==> src/rtl/fft16_pkg.sv <==
// Shared types and constants for the 16-point radix-2 DIT FFT core.
// Latency: n/a (declarations only).
// Backpressure: n/a.
//
// Holds the sequencer FSM state encoding, the transform geometry and the
// Q2.14 twiddle magnitudes used by the LUT and butterfly array.
package fft16_pkg;

    typedef enum logic [1:0] {
        ST_IDLE   = 2'd0,
        ST_LOAD   = 2'd1,
        ST_RUN    = 2'd2,
        ST_UNLOAD = 2'd3
    } fft_state_t;

    localparam int N_PTS = 16;
    localparam int LOG2N = 4;

    // Q2.14 fixed point: 1.0 and the three distinct twiddle magnitudes
    // cos(pi/8), cos(pi/4), cos(3pi/8) from which every W16^k is built.
    localparam logic signed [15:0] Q14_ONE = 16'sd16384;
    localparam logic signed [15:0] Q14_C1  = 16'sd15137;
    localparam logic signed [15:0] Q14_C2  = 16'sd11585;
    localparam logic signed [15:0] Q14_C3  = 16'sd6270;

endpackage

==> src/rtl/fft16_seq_ctrl.sv <==
// Sequencer for the 16-point FFT: load 16 samples, run 4 butterfly stages, unload 16 results.
// Latency: start->LOAD 1 cycle; RUN is 4*(BFLY_LAT+1) cycles; 1+16+RUN+16 cycles start->done at full rate.
// Backpressure: in_ready only in LOAD; out_ready=0 holds rd_addr indefinitely in UNLOAD.
//
// Ports:
//   clk, rst          single clock, synchronous active-high reset
//   start/busy/done   transform launch (sampled in IDLE only), activity flag, completion pulse
//   in_valid/in_ready input handshake; ld_we/ld_addr drive the sample RF load port
//   stage/stage_en    LUT stage index and butterfly issue strobe
//   wb_we             butterfly result write-back into the sample RF at LUT addresses
//   out_valid/out_ready/rd_addr/out_last   result stream in natural order
module fft16_seq_ctrl
    import fft16_pkg::*;
#(
    parameter int BFLY_LAT = 2,
    parameter int N_PTS    = 16
) (
    input  logic             clk,
    input  logic             rst,
    input  logic             start,
    output logic             busy,
    output logic             done,
    input  logic             in_valid,
    output logic             in_ready,
    output logic             ld_we,
    output logic [LOG2N-1:0] ld_addr,
    output logic [1:0]       stage,
    output logic             stage_en,
    output logic             wb_we,
    output logic             out_valid,
    input  logic             out_ready,
    output logic [LOG2N-1:0] rd_addr,
    output logic             out_last
);

    localparam logic [LOG2N-1:0] LAST_IDX   = LOG2N'(N_PTS - 1);
    localparam logic [2:0]       LAT_WB     = 3'(BFLY_LAT);
    localparam logic [1:0]       LAST_STAGE = 2'(LOG2N - 1);

    fft_state_t       state_q, state_d;
    logic [2:0]       lat_q, lat_d;
    logic [1:0]       stage_d;
    logic [LOG2N-1:0] ld_addr_d, rd_addr_d;
    logic             done_d;
    logic             busy_d, in_ready_d, out_valid_d, stage_en_d, wb_we_d;
    logic             xfer;

    // The only two combinational outputs: handshake qualifiers.
    assign ld_we    = in_valid & in_ready;
    assign xfer     = out_valid & out_ready;
    assign out_last = out_valid & (rd_addr == LAST_IDX);

    always_comb begin
        state_d   = state_q;
        lat_d     = lat_q;
        stage_d   = stage;
        ld_addr_d = ld_addr;
        rd_addr_d = rd_addr;
        done_d    = 1'b0;

        case (state_q)
            ST_IDLE: begin
                if (start) begin
                    state_d = ST_LOAD;
                end
            end
            ST_LOAD: begin
                if (ld_we) begin
                    ld_addr_d = ld_addr + 1'b1;
                    if (ld_addr == LAST_IDX) begin
                        state_d   = ST_RUN;
                        ld_addr_d = '0;
                        lat_d     = '0;
                        stage_d   = '0;
                    end
                end
            end
            ST_RUN: begin
                // lat_q counts 0 (issue) .. BFLY_LAT (write-back) within a stage.
                if (lat_q == LAT_WB) begin
                    lat_d = '0;
                    if (stage == LAST_STAGE) begin
                        state_d = ST_UNLOAD;
                        stage_d = '0;
                    end else begin
                        stage_d = stage + 2'd1;
                    end
                end else begin
                    lat_d = lat_q + 3'd1;
                end
            end
            ST_UNLOAD: begin
                if (xfer) begin
                    rd_addr_d = rd_addr + 1'b1;
                    if (rd_addr == LAST_IDX) begin
                        state_d   = ST_IDLE;
                        rd_addr_d = '0;
                        done_d    = 1'b1;
                    end
                end
            end
            default: begin
                state_d = ST_IDLE;
            end
        endcase

        // Strobes are decoded from next-state so they leave the flops aligned
        // with the state they belong to.
        busy_d      = (state_d != ST_IDLE);
        in_ready_d  = (state_d == ST_LOAD);
        out_valid_d = (state_d == ST_UNLOAD);
        stage_en_d  = (state_d == ST_RUN) && (lat_d == 3'd0);
        wb_we_d     = (state_d == ST_RUN) && (lat_d == LAT_WB);
    end

    always_ff @(posedge clk) begin
        if (rst) begin
            state_q   <= ST_IDLE;
            lat_q     <= '0;
            stage     <= '0;
            ld_addr   <= '0;
            rd_addr   <= '0;
            done      <= 1'b0;
            busy      <= 1'b0;
            in_ready  <= 1'b0;
            out_valid <= 1'b0;
            stage_en  <= 1'b0;
            wb_we     <= 1'b0;
        end else begin
            state_q   <= state_d;
            lat_q     <= lat_d;
            stage     <= stage_d;
            ld_addr   <= ld_addr_d;
            rd_addr   <= rd_addr_d;
            done      <= done_d;
            busy      <= busy_d;
            in_ready  <= in_ready_d;
            out_valid <= out_valid_d;
            stage_en  <= stage_en_d;
            wb_we     <= wb_we_d;
        end
    end

endmodule

==> config.mk <==
export PLATFORM = sky130hd
export DESIGN_NAME = fft16_seq_ctrl
export DESIGN_NICKNAME = d
export VERILOG_FILES = /design/src/rtl/fft16_pkg.sv /design/src/rtl/fft16_seq_ctrl.sv
export SDC_FILE = /design/constraint.sdc
export NUM_CORES = 1
export LEC_CHECK = 0
export ABC_AREA = 0
export BUFFER_PORTS_ARGS = -buffer_cell sky130_fd_sc_hd__buf_2
export CORE_MARGIN = 1
export CORE_UTILIZATION = 55
export DETAILED_ROUTE_END_ITERATION = 8
export GPL_ROUTABILITY_DRIVEN = 0
export PLACE_DENSITY = 0.82
export SLEW_MARGIN = 5
export SYNTH_ARGS = -nofsm -noshare
export SYNTH_HDL_FRONTEND = slang
export SYNTH_SLANG_ARGS = --single-unit
==> constraint.sdc <==
create_clock -name clk -period 2.8 [get_ports clk]
set_clock_uncertainty 0.1 [all_clocks]
set_input_delay 0.42 -clock clk [delete_from_list [all_inputs] [get_ports clk]]
set_output_delay 0.42 -clock clk [all_outputs]
set_load 0.01 [all_outputs]
==> results of run 1 <==
## worst reg2reg max path, cell delays in order (launching register included)
cell	delay, ns
sky130_fd_sc_hd__dfxtp_1	0.41
sky130_fd_sc_hd__inv_1	0.08
sky130_fd_sc_hd__ha_1	0.37
sky130_fd_sc_hd__nor2b_1	0.16
sky130_fd_sc_hd__a31oi_1	0.33
sky130_fd_sc_hd__a22o_1	0.25
sky130_fd_sc_hd__nor4bb_1	0.21
## cell families after synthesis
| logic type | count (synthesis) | share of synthesized area (%) |
|---|---|---|
| xor gates and xnor gates | 5 | 4.05 |
| and+or+nand+nor | 52 | 25.6 |
| muxes | 1 | 0.925 |
| AOI/OAI and AO/OA | 30 | 17.2 |
| DFF | 21 | 38.8 |
| adders and majority gates | 7 | 8.09 |
| buffers and inverters | 12 | 5.32 |
## how the worst max path moves through the flow
stage / startpoint / to / slack (ns) / cells past startpoint
5_1_grt: state_q[1]$_SDFF_PP0_ / stage[0]$_SDFFE_PP0P_ / 0.61 / 6
3_5_place_dp: state_q[1]$_SDFF_PP0_ / stage[0]$_SDFFE_PP0P_ / 0.86 / 6
2_1_floorplan: state_q[1]$_SDFF_PP0_ / stage[0]$_SDFFE_PP0P_ / 0.95 / 7
6_report: state_q[0]$_SDFF_PP0_ / wb_we$_SDFF_PP0_ / 0.81 / 6
4_1_cts: state_q[1]$_SDFF_PP0_ / stage[0]$_SDFFE_PP0P_ / 0.83 / 6
3_3_place_gp: state_q[0]$_SDFF_PP0_ / wb_we$_SDFF_PP0_ / 0.93 / 6
## power breakdown
part / internal [W] / switching [W]
Combinational: 0.000144 / 0.000211
Sequential: 0.000340 / 0.0000384
Clock: 0.0000557 / 0.0000906
## final cells by class
cell class                      count  area [sq um]
Sequential cell                    21           420
Tap cell                           25          31.3
Fill cell                         158           572
Timing Repair Buffer               22           110
Clock buffer                        4          26.3
Multi-Input combinational cell     95           604
Inverter                            5          18.8
## per-stage QoR
step | hold WS (ns) | setup WS [ns] | util (%)
2_1_floorplan | 0.408 | 0.953 | -
3_3_place_gp | 0.382 | 0.930 | 66.5
3_5_place_dp | 0.386 | 0.864 | 66.5
4_1_cts | 0.369 | 0.830 | 67.9
5_1_grt | 0.380 | 0.610 | 67.9
6_report | 0.363 | 0.809 | 67.9
## synthesized netlist by cell type (all sizes together) (4+ instances only)
library cell	number	area share (%)
o21ai	10	4.6
a21oi	9	4.2
nand3	5	2.3
nand2	10	3.5
dfxtp	21	39
clkbuf	4	1.4
nor2	11	3.8
ha	7	8.1
nor3	5	2.3
inv	5	1.7
## flip-flops by register name, indices dropped and copies added (netlist names), 2 cells and up
| name | cells |
|---|---|
| state_q | 2 |
| rd_addr | 4 |
| ld_addr | 4 |
| stage | 2 |
| lat_q | 3 |
## metal layers
layer  track usage [%]  share of wire (%)  vias to the layer above
met1              28.5                 47                      454
met3              5.88                4.1                        6
met2              36.9                 47                       29
met5                 0                  0                        -
met4              5.29                1.6                        0
li1                  -                  -                      493
==> flow_results.xml, run 1 <==
<?xml version="1.0" encoding="UTF-8"?>
<metrics>
  <group name="outcome">
    <metric name="run_status" unit="">complete, no violations</metric>
  </group>
  <group name="clock_network">
    <metric name="clkSinkCount" unit="">21</metric>
    <metric name="numCtsBuffers" unit="">3</metric>
    <metric name="cts_resized" unit="">0</metric>
    <metric name="total_number_of_h_tree_levels" unit="">1</metric>
    <metric name="ctsHoldBuffers" unit="">0</metric>
    <metric name="clock_tree.root_cell" unit="">sky130_fd_sc_hd__clkbuf_4</metric>
    <metric name="clock_latency" unit="ns">0.31</metric>
    <metric name="post-cts-setup-buffers" unit="">0</metric>
    <metric name="cts_tree" unit="">yes</metric>
    <metric name="max-clock-path-buffers" unit="">2</metric>
    <metric name="clk_pin_slew_worst_paths" unit="ns">0.11</metric>
  </group>
  <group name="worst_setup_path">
    <metric name="timing.critical_path.to_type" unit="">flop</metric>
    <metric name="regToRegStartpoint" unit="">state_q[0]$_SDFF_PP0_</metric>
    <metric name="reg2reg_setup_slack" unit="ns">0.81</metric>
    <metric name="crit_fanout" unit="">5</metric>
    <metric name="timing.critical_path.max_delay_family" unit="">compound AO/OA/AOI/OAI gates</metric>
    <metric name="crit-reg2reg-capture" unit="">wb_we$_SDFF_PP0_</metric>
    <metric name="crit_slowest_cell" unit="">sky130_fd_sc_hd__dfxtp_1</metric>
    <metric name="timing.setup.critical_path_class" unit="">flop to flop</metric>
    <metric name="path_buf_inv" unit="">1</metric>
    <metric name="crit_chain" unit="">inv_1 &gt; ha_1 &gt; nor2b_1 &gt; a31oi_1 &gt; a22o_1 &gt; nor4bb_1</metric>
    <metric name="slowest_delay" unit="ns">0.41</metric>
    <metric name="worst-r2r-cell-count" unit="">6</metric>
    <metric name="setup.worst_path.start_class" unit="">flop</metric>
    <metric name="worstPathArrival" unit="ns">2.12</metric>
    <metric name="crit_required" unit="ns">2.93</metric>
  </group>
  <group name="layout">
    <metric name="final_layout_size_suffix_gt1_share" unit="%">19.0</metric>
    <metric name="areaGrowthSynthToFinish" unit="%">11.9</metric>
    <metric name="final-instance-count-excl-fill" unit="">172</metric>
    <metric name="final_cell_area" unit="sq mm">0.00121</metric>
    <metric name="insertedDiodeCount" unit="">0</metric>
    <metric name="mostFrequentLayoutCells" unit="">sky130_fd_sc_hd__buf_2 (22), sky130_fd_sc_hd__dfxtp_1 (21), sky130_fd_sc_hd__nor2_1 (11)</metric>
    <metric name="net_count_of_the_finished_layout" unit="">160</metric>
    <metric name="leading_cell_type_in_the_layout_fill_and_taps_excluded" unit="">sky130_fd_sc_hd__buf_2</metric>
  </group>
  <group name="global_route">
    <metric name="first_global_vias" unit="">819</metric>
    <metric name="globalRouteOverflowTotal" unit="">0</metric>
    <metric name="grt_start_max_net_pins" unit="">18</metric>
    <metric name="initial_antenna_violation_count" unit="">0</metric>
    <metric name="grt_first_pass_wirelength" unit="um">3470</metric>
    <metric name="tot_gr_track_use" unit="%">22.3</metric>
  </group>
  <group name="min_path">
    <metric name="worst_hold_path.num_cells" unit="">2</metric>
    <metric name="worstHoldStart" unit="">rst</metric>
    <metric name="hold_path.class" unit="">input port to flop</metric>
    <metric name="min_delay_worst_endpoint" unit="">rd_addr[2]$_SDFFE_PP0P_</metric>
  </group>
  <group name="place">
    <metric name="place_area" unit="sq mm">0.00118</metric>
    <metric name="dpl.cell_count" unit="">168</metric>
    <metric name="placement.io_buffers" unit="">22</metric>
    <metric name="detailedPlacementHpwl" unit="um">1590</metric>
  </group>
  <group name="logic_synthesis">
    <metric name="synth.ff_latch_count" unit="">21</metric>
    <metric name="synth-edff-count" unit="">0</metric>
    <metric name="synth.avg_cell_area" unit="sq um">8.46</metric>
    <metric name="postSynthNetCount" unit="">140</metric>
    <metric name="mappedNetlistArea" unit="sq mm">0.00108</metric>
    <metric name="syn-instance-count" unit="">128</metric>
    <metric name="synth.yosys.warnings" unit="">0</metric>
    <metric name="seq_area_frac_synth" unit="%">38.8</metric>
    <metric name="yosysUniqueCellTypes" unit="">39</metric>
    <metric name="synth_flop_cell" unit="">sky130_fd_sc_hd__dfxtp_1</metric>
    <metric name="async_reset_ff_share" unit="%">0</metric>
  </group>
  <group name="power">
    <metric name="power.density_cell_area" unit="mW/mm^2">727</metric>
    <metric name="peakVddDrop" unit="mV">0.666</metric>
    <metric name="design_power_total" unit="W">0.000880</metric>
    <metric name="p_leak" unit="nW">0.541</metric>
  </group>
  <group name="drt">
    <metric name="routed_wire_length_per_instance" unit="um">12.7</metric>
    <metric name="detailedRoute.firstPassIterationCount" unit="">4</metric>
    <metric name="routed_wirelength" unit="um">2180</metric>
    <metric name="routed-via-count" unit="">982</metric>
    <metric name="final_antenna_net_count" unit="">0</metric>
    <metric name="drt_iter0_markers" unit="">13</metric>
    <metric name="post_drt_via_cell_ratio" unit="">5.71</metric>
    <metric name="drc" unit="">0</metric>
  </group>
  <group name="sta">
    <metric name="final-setup-viol-count" unit="">0</metric>
    <metric name="rsz0062_at_grt" unit="">no</metric>
    <metric name="final_hold_viol_count" unit="">0</metric>
    <metric name="total_negative_setup_slack" unit="ns">0</metric>
    <metric name="max_slew.worst_pin.slew" unit="ns">0.408</metric>
    <metric name="relSlewSlack" unit="%">72.7</metric>
    <metric name="maximum_clock_frequency" unit="MHz">502</metric>
    <metric name="maxSlewViolCount" unit="">0</metric>
    <metric name="final_min_period_over_clock_period" unit="%">71.1</metric>
    <metric name="time_the_worst_path_needs_with_i_o_delays_and_setup" unit="ns">1.99</metric>
  </group>
  <group name="floorplanning">
    <metric name="die_x" unit="um">46.4</metric>
    <metric name="ios" unit="">23</metric>
    <metric name="design.die.area" unit="sq mm">0.00215</metric>
    <metric name="initial_utilization" unit="%">60.7</metric>
    <metric name="fp-row-count" unit="">15</metric>
    <metric name="placeableCoreArea" unit="sq mm">0.00178</metric>
    <metric name="die-height" unit="um">46.4</metric>
  </group>
  <group name="flow_run">
    <metric name="drv.max_cap_violation_count" unit="">0</metric>
  </group>
</metrics>
Note: power is estimated with default switching activity, not from simulation.
==> run 2, diff against run 1 <==
--- a/config.mk
+++ b/config.mk
@@ -8,10 +8,10 @@
 export ABC_AREA = 0
 export BUFFER_PORTS_ARGS = -buffer_cell sky130_fd_sc_hd__buf_2
 export CORE_MARGIN = 1
-export CORE_UTILIZATION = 55
+export CORE_UTILIZATION = 52
 export DETAILED_ROUTE_END_ITERATION = 8
 export GPL_ROUTABILITY_DRIVEN = 0
-export PLACE_DENSITY = 0.82
+export PLACE_DENSITY = 0.79
 export SLEW_MARGIN = 5
 export SYNTH_ARGS = -nofsm -noshare
 export SYNTH_HDL_FRONTEND = slang
==> constraint.sdc (replaced) <==
create_clock -name clk -period 2.1 [get_ports clk]
set_clock_uncertainty 0.1 [all_clocks]
set_input_delay 0.315 -clock clk [delete_from_list [all_inputs] [get_ports clk]]
set_output_delay 0.315 -clock clk [all_outputs]
set_load 0.01 [all_outputs]
==> run 2 against run 1 <==
Against the previous run:
- maximum frequency grew 3.9%
- largest cell class unchanged
- critical endpoint is now stage_en$_SDFF_PP0_
- core utilization fell by 5.6 points
- critical path depth stayed put
- highest routed layer unchanged
- critical path type unchanged
- die area rose by 5.5%
- cell area grew 1.0%
- sequential share of layout area fell by 0.35 points
- sequential power grew 32%
- via count fell by 2.3%
- worst setup slack got worse by 0.63 ns
- clock-buffer cell count is the same
- global-route usage is 0.92 points lower
- wire length up 1.8%
==> flow_results.xml, run 2 (synthesis gave the netlist of run 1 again) <==
<?xml version="1.0" encoding="UTF-8"?>
<metrics>
  <group name="outcome">
    <metric name="run_status" unit="">complete, no violations</metric>
  </group>
  <group name="worst_setup_path">
    <metric name="crit_required" unit="ns">2.22</metric>
    <metric name="reg2reg_setup_slack" unit="ns">0.18</metric>
    <metric name="worst-r2r-cell-count" unit="">6</metric>
    <metric name="crit-reg2reg-capture" unit="">stage_en$_SDFF_PP0_</metric>
    <metric name="crit_fanout" unit="">5</metric>
    <metric name="worstPathArrival" unit="ns">2.04</metric>
    <metric name="timing.critical_path.to_type" unit="">flop</metric>
    <metric name="regToRegStartpoint" unit="">state_q[1]$_SDFF_PP0_</metric>
    <metric name="setup.worst_path.start_class" unit="">flop</metric>
    <metric name="worst_setup_path_startpoint" unit="">state_q[1]$_SDFF_PP0_</metric>
    <metric name="timing.setup.critical_path_class" unit="">flop to flop</metric>
  </group>
  <group name="flow_run">
    <metric name="drv.max_cap_violation_count" unit="">0</metric>
  </group>
  <group name="sta">
    <metric name="max_slew.worst_pin.slew" unit="ns">0.353</metric>
    <metric name="relSlewSlack" unit="%">76.3</metric>
    <metric name="final_min_period_over_clock_period" unit="%">91.3</metric>
    <metric name="rsz0062_at_grt" unit="">no</metric>
    <metric name="maxSlewViolCount" unit="">0</metric>
    <metric name="time_the_worst_path_needs_with_i_o_delays_and_setup" unit="ns">1.92</metric>
    <metric name="layout_setup_ws" unit="ns">0.183</metric>
    <metric name="maximum_clock_frequency" unit="MHz">522</metric>
    <metric name="total_negative_setup_slack" unit="ns">0</metric>
    <metric name="final-setup-viol-count" unit="">0</metric>
    <metric name="final_hold_viol_count" unit="">0</metric>
  </group>
  <group name="clock_network">
    <metric name="clock_latency" unit="ns">0.32</metric>
    <metric name="ctsHoldBuffers" unit="">0</metric>
    <metric name="cts_tree" unit="">yes</metric>
    <metric name="max-clock-path-buffers" unit="">2</metric>
    <metric name="clk_pin_slew_worst_paths" unit="ns">0.12</metric>
    <metric name="clkSinkCount" unit="">21</metric>
    <metric name="clock_tree.root_cell" unit="">sky130_fd_sc_hd__clkbuf_4</metric>
    <metric name="numCtsBuffers" unit="">3</metric>
    <metric name="total_number_of_h_tree_levels" unit="">1</metric>
  </group>
  <group name="power">
    <metric name="p_leak" unit="nW">0.539</metric>
    <metric name="power.density_cell_area" unit="mW/mm^2">972</metric>
    <metric name="design_power_total" unit="W">0.00119</metric>
    <metric name="peakVddDrop" unit="mV">0.513</metric>
  </group>
  <group name="floorplanning">
    <metric name="ios" unit="">23</metric>
    <metric name="initial_utilization" unit="%">55.2</metric>
    <metric name="die_x" unit="um">47.6</metric>
    <metric name="die-height" unit="um">47.6</metric>
    <metric name="fp-row-count" unit="">16</metric>
    <metric name="placeableCoreArea" unit="sq mm">0.00196</metric>
    <metric name="design.die.area" unit="sq mm">0.00227</metric>
  </group>
  <group name="layout">
    <metric name="final_layout_size_suffix_gt1_share" unit="%">21.1</metric>
    <metric name="insertedDiodeCount" unit="">0</metric>
    <metric name="leading_cell_type_in_the_layout_fill_and_taps_excluded" unit="">sky130_fd_sc_hd__buf_2</metric>
    <metric name="mostFrequentLayoutCells" unit="">sky130_fd_sc_hd__buf_2 (22), sky130_fd_sc_hd__dfxtp_1 (21), sky130_fd_sc_hd__nor2_1 (11)</metric>
    <metric name="areaGrowthSynthToFinish" unit="%">13.1</metric>
    <metric name="net_count_of_the_finished_layout" unit="">160</metric>
    <metric name="final_cell_area" unit="sq mm">0.00122</metric>
    <metric name="final-instance-count-excl-fill" unit="">174</metric>
    <metric name="top_regs" unit="">ld_addr (4), rd_addr (4), lat_q (3)</metric>
  </group>
  <group name="place">
    <metric name="place_area" unit="sq mm">0.00119</metric>
    <metric name="place_worst_setup_slack" unit="ns">0.157</metric>
    <metric name="dpl.cell_count" unit="">170</metric>
    <metric name="placement.io_buffers" unit="">22</metric>
    <metric name="detailedPlacementHpwl" unit="um">1590</metric>
  </group>
  <group name="global_route">
    <metric name="first_global_vias" unit="">793</metric>
    <metric name="tot_gr_track_use" unit="%">21.4</metric>
    <metric name="grt_first_pass_wirelength" unit="um">3370</metric>
    <metric name="initial_antenna_violation_count" unit="">0</metric>
    <metric name="grt_start_max_net_pins" unit="">18</metric>
    <metric name="globalRouteOverflowTotal" unit="">0</metric>
  </group>
  <group name="drt">
    <metric name="routed_wirelength" unit="um">2220</metric>
    <metric name="drt_iter0_markers" unit="">9</metric>
    <metric name="post_drt_via_cell_ratio" unit="">5.51</metric>
    <metric name="final_antenna_net_count" unit="">0</metric>
    <metric name="routed_wire_length_per_instance" unit="um">12.8</metric>
    <metric name="routed-via-count" unit="">959</metric>
    <metric name="drc" unit="">0</metric>
    <metric name="detailedRoute.firstPassIterationCount" unit="">4</metric>
  </group>
  <group name="min_path">
    <metric name="worstHoldStart" unit="">rst</metric>
    <metric name="worst_hold_path.num_cells" unit="">2</metric>
    <metric name="hold_path.class" unit="">input port to flop</metric>
    <metric name="min_delay_worst_endpoint" unit="">ld_addr[2]$_SDFFE_PP0P_</metric>
  </group>
</metrics>
run 2: routing by layer:
layer / global-route usage (%) / vias up / share of wire (%) / routed length, um
met3: 3.40 / 5 / 2.3 / 50
met4: 11.7 / 0 / 2.0 / 45
met2: 36.2 / 12 / 48 / 1070
li1: - / 490 / - / -
met5: 0 / - / 0 / 0
met1: 25.9 / 452 / 47 / 1050
run 2: stage by stage:
stage | hold WS, ns | util (%)
floorplan | 0.408 | -
global placement | 0.380 | 60.5
detailed placement | 0.392 | 60.5
CTS | 0.254 | 61.9
global route | 0.270 | 62.4
finish | 0.259 | 62.4
run 2: power breakdown:
group,internal (W),leakage (nW),switching [W]
Clock,0.0000744,0.0150,0.000128
Sequential,0.000454,0.170,0.0000465
Combinational,0.000201,0.354,0.000285
run 2: repair_timing:
action | in CTS | in global routing
resized for setup | 0 | 4
buffers inserted | 0 | 0
endpoints found under the setup margin | 0 | 3
run 2: critical path: stages (launching register included):
cell and delay, ns:
sky130_fd_sc_hd__dfxtp_1 0.39, sky130_fd_sc_hd__inv_1 0.10, sky130_fd_sc_hd__ha_1 0.38, sky130_fd_sc_hd__nor2b_1 0.19
sky130_fd_sc_hd__a31oi_2 0.08, sky130_fd_sc_hd__a22o_1 0.29, sky130_fd_sc_hd__nor4b_1 0.30
run 2: area by class of cell:
type | instances | area, sq um
clock buffer | 4 | 26.3
fill | 199 | 738
inverter | 5 | 18.8
multi-input combinational | 95 | 614
sequential | 21 | 420
tap | 27 | 33.8
timing repair buffer | 22 | 110
run 2: worst max path at each step:
stage	to	slack [ns]	cells after the start
final	stage_en$_SDFF_PP0_	0.18	6
after detailed placement	wb_we$_SDFF_PP0_	0.16	6
after CTS	wb_we$_SDFF_PP0_	0.13	6
after floorplan	stage[0]$_SDFFE_PP0P_	0.25	7
after global placement	wb_we$_SDFF_PP0_	0.21	6
after global routing	stage_en$_SDFF_PP0_	0.04	6
==> run 3, diff against run 2 <==
--- a/config.mk
+++ b/config.mk
@@ -7,8 +7,11 @@
 export LEC_CHECK = 0
 export ABC_AREA = 0
 export BUFFER_PORTS_ARGS = -buffer_cell sky130_fd_sc_hd__buf_2
+export CELL_PAD_IN_SITES_DETAIL_PLACEMENT = 1
+export CELL_PAD_IN_SITES_GLOBAL_PLACEMENT = 2
 export CORE_MARGIN = 1
-export CORE_UTILIZATION = 52
+export CORE_UTILIZATION = 31
+export CTS_BUF_LIST = sky130_fd_sc_hd__clkbuf_16
 export DETAILED_ROUTE_END_ITERATION = 8
 export GPL_ROUTABILITY_DRIVEN = 0
 export PLACE_DENSITY = 0.79
==> run 3 against run 2 <==
Against the previous run:
- sequential share of layout area shrank 2.4 points
- critical path depth is the same
- largest power group is now combinational logic
- clock-buffer cell count shrank 1
- first-iteration DRC count grew 140%
- highest routed layer unchanged
- hold slack gained 0.081 ns
- sequential power grew 0.8%
- register-to-register slack is essentially flat
==> flow_results.xml, run 3 (synthesis gave the netlist of run 1 again) <==
<?xml version="1.0" encoding="UTF-8"?>
<metrics>
  <group name="outcome">
    <metric name="run_status" unit="">complete, no violations</metric>
  </group>
  <group name="power">
    <metric name="power_frac_seq" unit="%">35.8</metric>
    <metric name="p_leak" unit="nW">0.577</metric>
    <metric name="sw_frac_of_total" unit="%">34.8</metric>
    <metric name="power.density_cell_area" unit="mW/mm^2">1070</metric>
    <metric name="pwr-share-clk" unit="%">28.2</metric>
    <metric name="p_sw" unit="W">0.000491</metric>
    <metric name="power.internal" unit="W">0.000918</metric>
    <metric name="comb_power_share" unit="%">36.0</metric>
    <metric name="peakVddDrop" unit="mV">0.313</metric>
  </group>
  <group name="sta">
    <metric name="relSlewSlack" unit="%">75.0</metric>
    <metric name="final-setup-viol-count" unit="">0</metric>
    <metric name="final_min_period_over_clock_period" unit="%">91.2</metric>
    <metric name="time_the_worst_path_needs_with_i_o_delays_and_setup" unit="ns">1.92</metric>
    <metric name="maximum_clock_frequency" unit="MHz">522</metric>
    <metric name="max_slew.worst_pin.slew" unit="ns">0.373</metric>
    <metric name="rsz0062_at_grt" unit="">no</metric>
    <metric name="total_negative_setup_slack" unit="ns">0</metric>
    <metric name="final_hold_viol_count" unit="">0</metric>
    <metric name="maxSlewViolCount" unit="">0</metric>
  </group>
  <group name="layout">
    <metric name="leading_cell_type_in_the_layout_fill_and_taps_excluded" unit="">sky130_fd_sc_hd__buf_2</metric>
    <metric name="final_cell_area" unit="sq mm">0.00132</metric>
    <metric name="insertedDiodeCount" unit="">0</metric>
    <metric name="top_regs" unit="">ld_addr (4), rd_addr (4), lat_q (3)</metric>
    <metric name="filler_cell_count" unit="">412</metric>
    <metric name="final_layout_size_suffix_gt1_share" unit="%">22.1</metric>
    <metric name="areaGrowthSynthToFinish" unit="%">21.6</metric>
    <metric name="mostFrequentLayoutCells" unit="">sky130_fd_sc_hd__buf_2 (22), sky130_fd_sc_hd__dfxtp_1 (21), sky130_fd_sc_hd__nor2_1 (11)</metric>
    <metric name="net_count_of_the_finished_layout" unit="">162</metric>
  </group>
  <group name="clock_network">
    <metric name="clkSinkCount" unit="">21</metric>
    <metric name="clock_latency" unit="ns">0.25</metric>
    <metric name="ctsHoldBuffers" unit="">0</metric>
    <metric name="total_number_of_h_tree_levels" unit="">1</metric>
    <metric name="cts_tree" unit="">yes</metric>
    <metric name="numCtsBuffers" unit="">3</metric>
    <metric name="max-clock-path-buffers" unit="">2</metric>
    <metric name="clock_tree.root_cell" unit="">sky130_fd_sc_hd__clkbuf_16</metric>
    <metric name="clk_pin_slew_worst_paths" unit="ns">0.06</metric>
  </group>
  <group name="floorplanning">
    <metric name="initial_utilization" unit="%">32.4</metric>
    <metric name="placeableCoreArea" unit="sq mm">0.00334</metric>
    <metric name="ios" unit="">23</metric>
    <metric name="fp-row-count" unit="">21</metric>
    <metric name="die-height" unit="um">61.1</metric>
    <metric name="die_x" unit="um">61.1</metric>
    <metric name="design.die.area" unit="sq mm">0.00373</metric>
  </group>
  <group name="min_path">
    <metric name="hold_path.class" unit="">input port to flop</metric>
    <metric name="worst_hold_path.num_cells" unit="">2</metric>
  </group>
  <group name="global_route">
    <metric name="initial_antenna_violation_count" unit="">0</metric>
    <metric name="grt_first_pass_wirelength" unit="um">4440</metric>
    <metric name="first_global_vias" unit="">975</metric>
    <metric name="globalRouteOverflowTotal" unit="">0</metric>
    <metric name="tot_gr_track_use" unit="%">16.2</metric>
    <metric name="grt_start_max_net_pins" unit="">18</metric>
  </group>
  <group name="place">
    <metric name="place_area" unit="sq mm">0.00123</metric>
    <metric name="placement.io_buffers" unit="">22</metric>
    <metric name="detailedPlacementHpwl" unit="um">1980</metric>
  </group>
  <group name="worst_setup_path">
    <metric name="crit_required" unit="ns">2.15</metric>
    <metric name="worst-r2r-cell-count" unit="">6</metric>
    <metric name="reg2reg_setup_slack" unit="ns">0.18</metric>
    <metric name="worstPathArrival" unit="ns">1.97</metric>
    <metric name="timing.critical_path.to_type" unit="">flop</metric>
    <metric name="timing.setup.critical_path_class" unit="">flop to flop</metric>
    <metric name="setup.worst_path.start_class" unit="">flop</metric>
    <metric name="crit_fanout" unit="">5</metric>
  </group>
  <group name="drt">
    <metric name="drt_iter0_markers" unit="">22</metric>
    <metric name="detailedRoute.firstPassIterationCount" unit="">4</metric>
    <metric name="drc" unit="">0</metric>
    <metric name="final_antenna_net_count" unit="">0</metric>
    <metric name="routed-via-count" unit="">981</metric>
    <metric name="routed_wirelength" unit="um">2650</metric>
    <metric name="post_drt_via_cell_ratio" unit="">5.03</metric>
    <metric name="routed_wire_length_per_instance" unit="um">13.6</metric>
  </group>
  <group name="flow_run">
    <metric name="drv.max_cap_violation_count" unit="">0</metric>
  </group>
</metrics>
==> run 3: cell count changes in the layout (fill, tap and decap cells not counted) <==
| cell | change |
|---|---|
| sky130_fd_sc_hd__clkbuf_4 | -3 |
| sky130_fd_sc_hd__clkbuf_1 | -1 |
| sky130_fd_sc_hd__buf_4 | +2 |
| sky130_fd_sc_hd__ha_2 | +1 |
| sky130_fd_sc_hd__and3_2 | -1 |
| sky130_fd_sc_hd__inv_1 | +1 |
| sky130_fd_sc_hd__ha_1 | -1 |
| sky130_fd_sc_hd__o21ai_1 | -1 |
| sky130_fd_sc_hd__o21ai_0 | +1 |
| sky130_fd_sc_hd__and3_1 | +1 |
| sky130_fd_sc_hd__clkbuf_16 | +3 |
==> run 3: routing by layer <==
| metal | GRT usage [%] | share of wire (%) |
|---|---|---|
| met1 | 20.1 | 44 |
| met2 | 28.4 | 50 |
| met3 | 2.52 | 3.1 |
| met4 | 5.84 | 2.1 |
| met5 | 0 | 0 |
==> run 3: repair_timing <==
| item | 4_1_cts | 5_1_grt |
|---|---|---|
| endpoints found under the setup margin | 0 | 2 |
| gates resized for setup | 0 | 3 |
| setup buffers | 0 | 0 |
==> run 3: path summary, 6_finish.rpt <==
check | start | end
min reg2reg | ld_addr[1]$_SDFFE_PP0P_ | ld_addr[1]$_SDFFE_PP0P_
max | state_q[1]$_SDFF_PP0_ | stage_en$_SDFF_PP0_
min | rst | lat_q[0]$_SDFF_PP0_
max reg2reg | state_q[1]$_SDFF_PP0_ | stage_en$_SDFF_PP0_
==> run 3: layout make-up <==
cell class | count | area [sq um] | share of cell area [%]
clock buffers | 3 | 75.1 | 5.70
flip-flops and latches | 21 | 420 | 31.9
multi-input cells | 95 | 616 | 46.8
inverters | 5 | 18.8 | 1.43
repair buffers | 24 | 125 | 9.51
well taps | 46 | 57.6 | 4.37
clock inverters | 1 | 3.75 | 0.285
==> run 3: through the flow <==
step / worst slack, ns / total power, W / cells / hold WS [ns] / utilization, %
2_1_floorplan: 0.253 / 0.000849 / 128 / 0.408 / -
3_3_place_gp: 0.167 / 0.000977 / 191 / 0.374 / 36.7
3_5_place_dp: 0.0857 / 0.000994 / 191 / 0.390 / 36.7
4_1_cts: 0.0514 / 0.00140 / 195 / 0.344 / 39.1
5_1_grt: 0.00175 / 0.00151 / 195 / 0.362 / 39.4
6_report: 0.184 / 0.00141 / 195 / 0.340 / 39.4
==> run 3: critical path: stages, from the launching register on <==
cell and delay [ns]:
sky130_fd_sc_hd__dfxtp_1 0.37, sky130_fd_sc_hd__inv_1 0.09, sky130_fd_sc_hd__ha_2 0.38, sky130_fd_sc_hd__nor2b_1 0.18
sky130_fd_sc_hd__a31oi_2 0.08, sky130_fd_sc_hd__a22o_1 0.30, sky130_fd_sc_hd__nor4b_1 0.31
==> run 3: power by group through the flow <==
stage | registers, W | logic (W) | clock network [W]
floorplan | 0.000514 | 0.000335 | 0
global placement | 0.000508 | 0.000469 | 0
detailed placement | 0.000511 | 0.000482 | 0
CTS | 0.000505 | 0.000487 | 0.000408
global route | 0.000517 | 0.000564 | 0.000425
finish | 0.000504 | 0.000508 | 0.000397
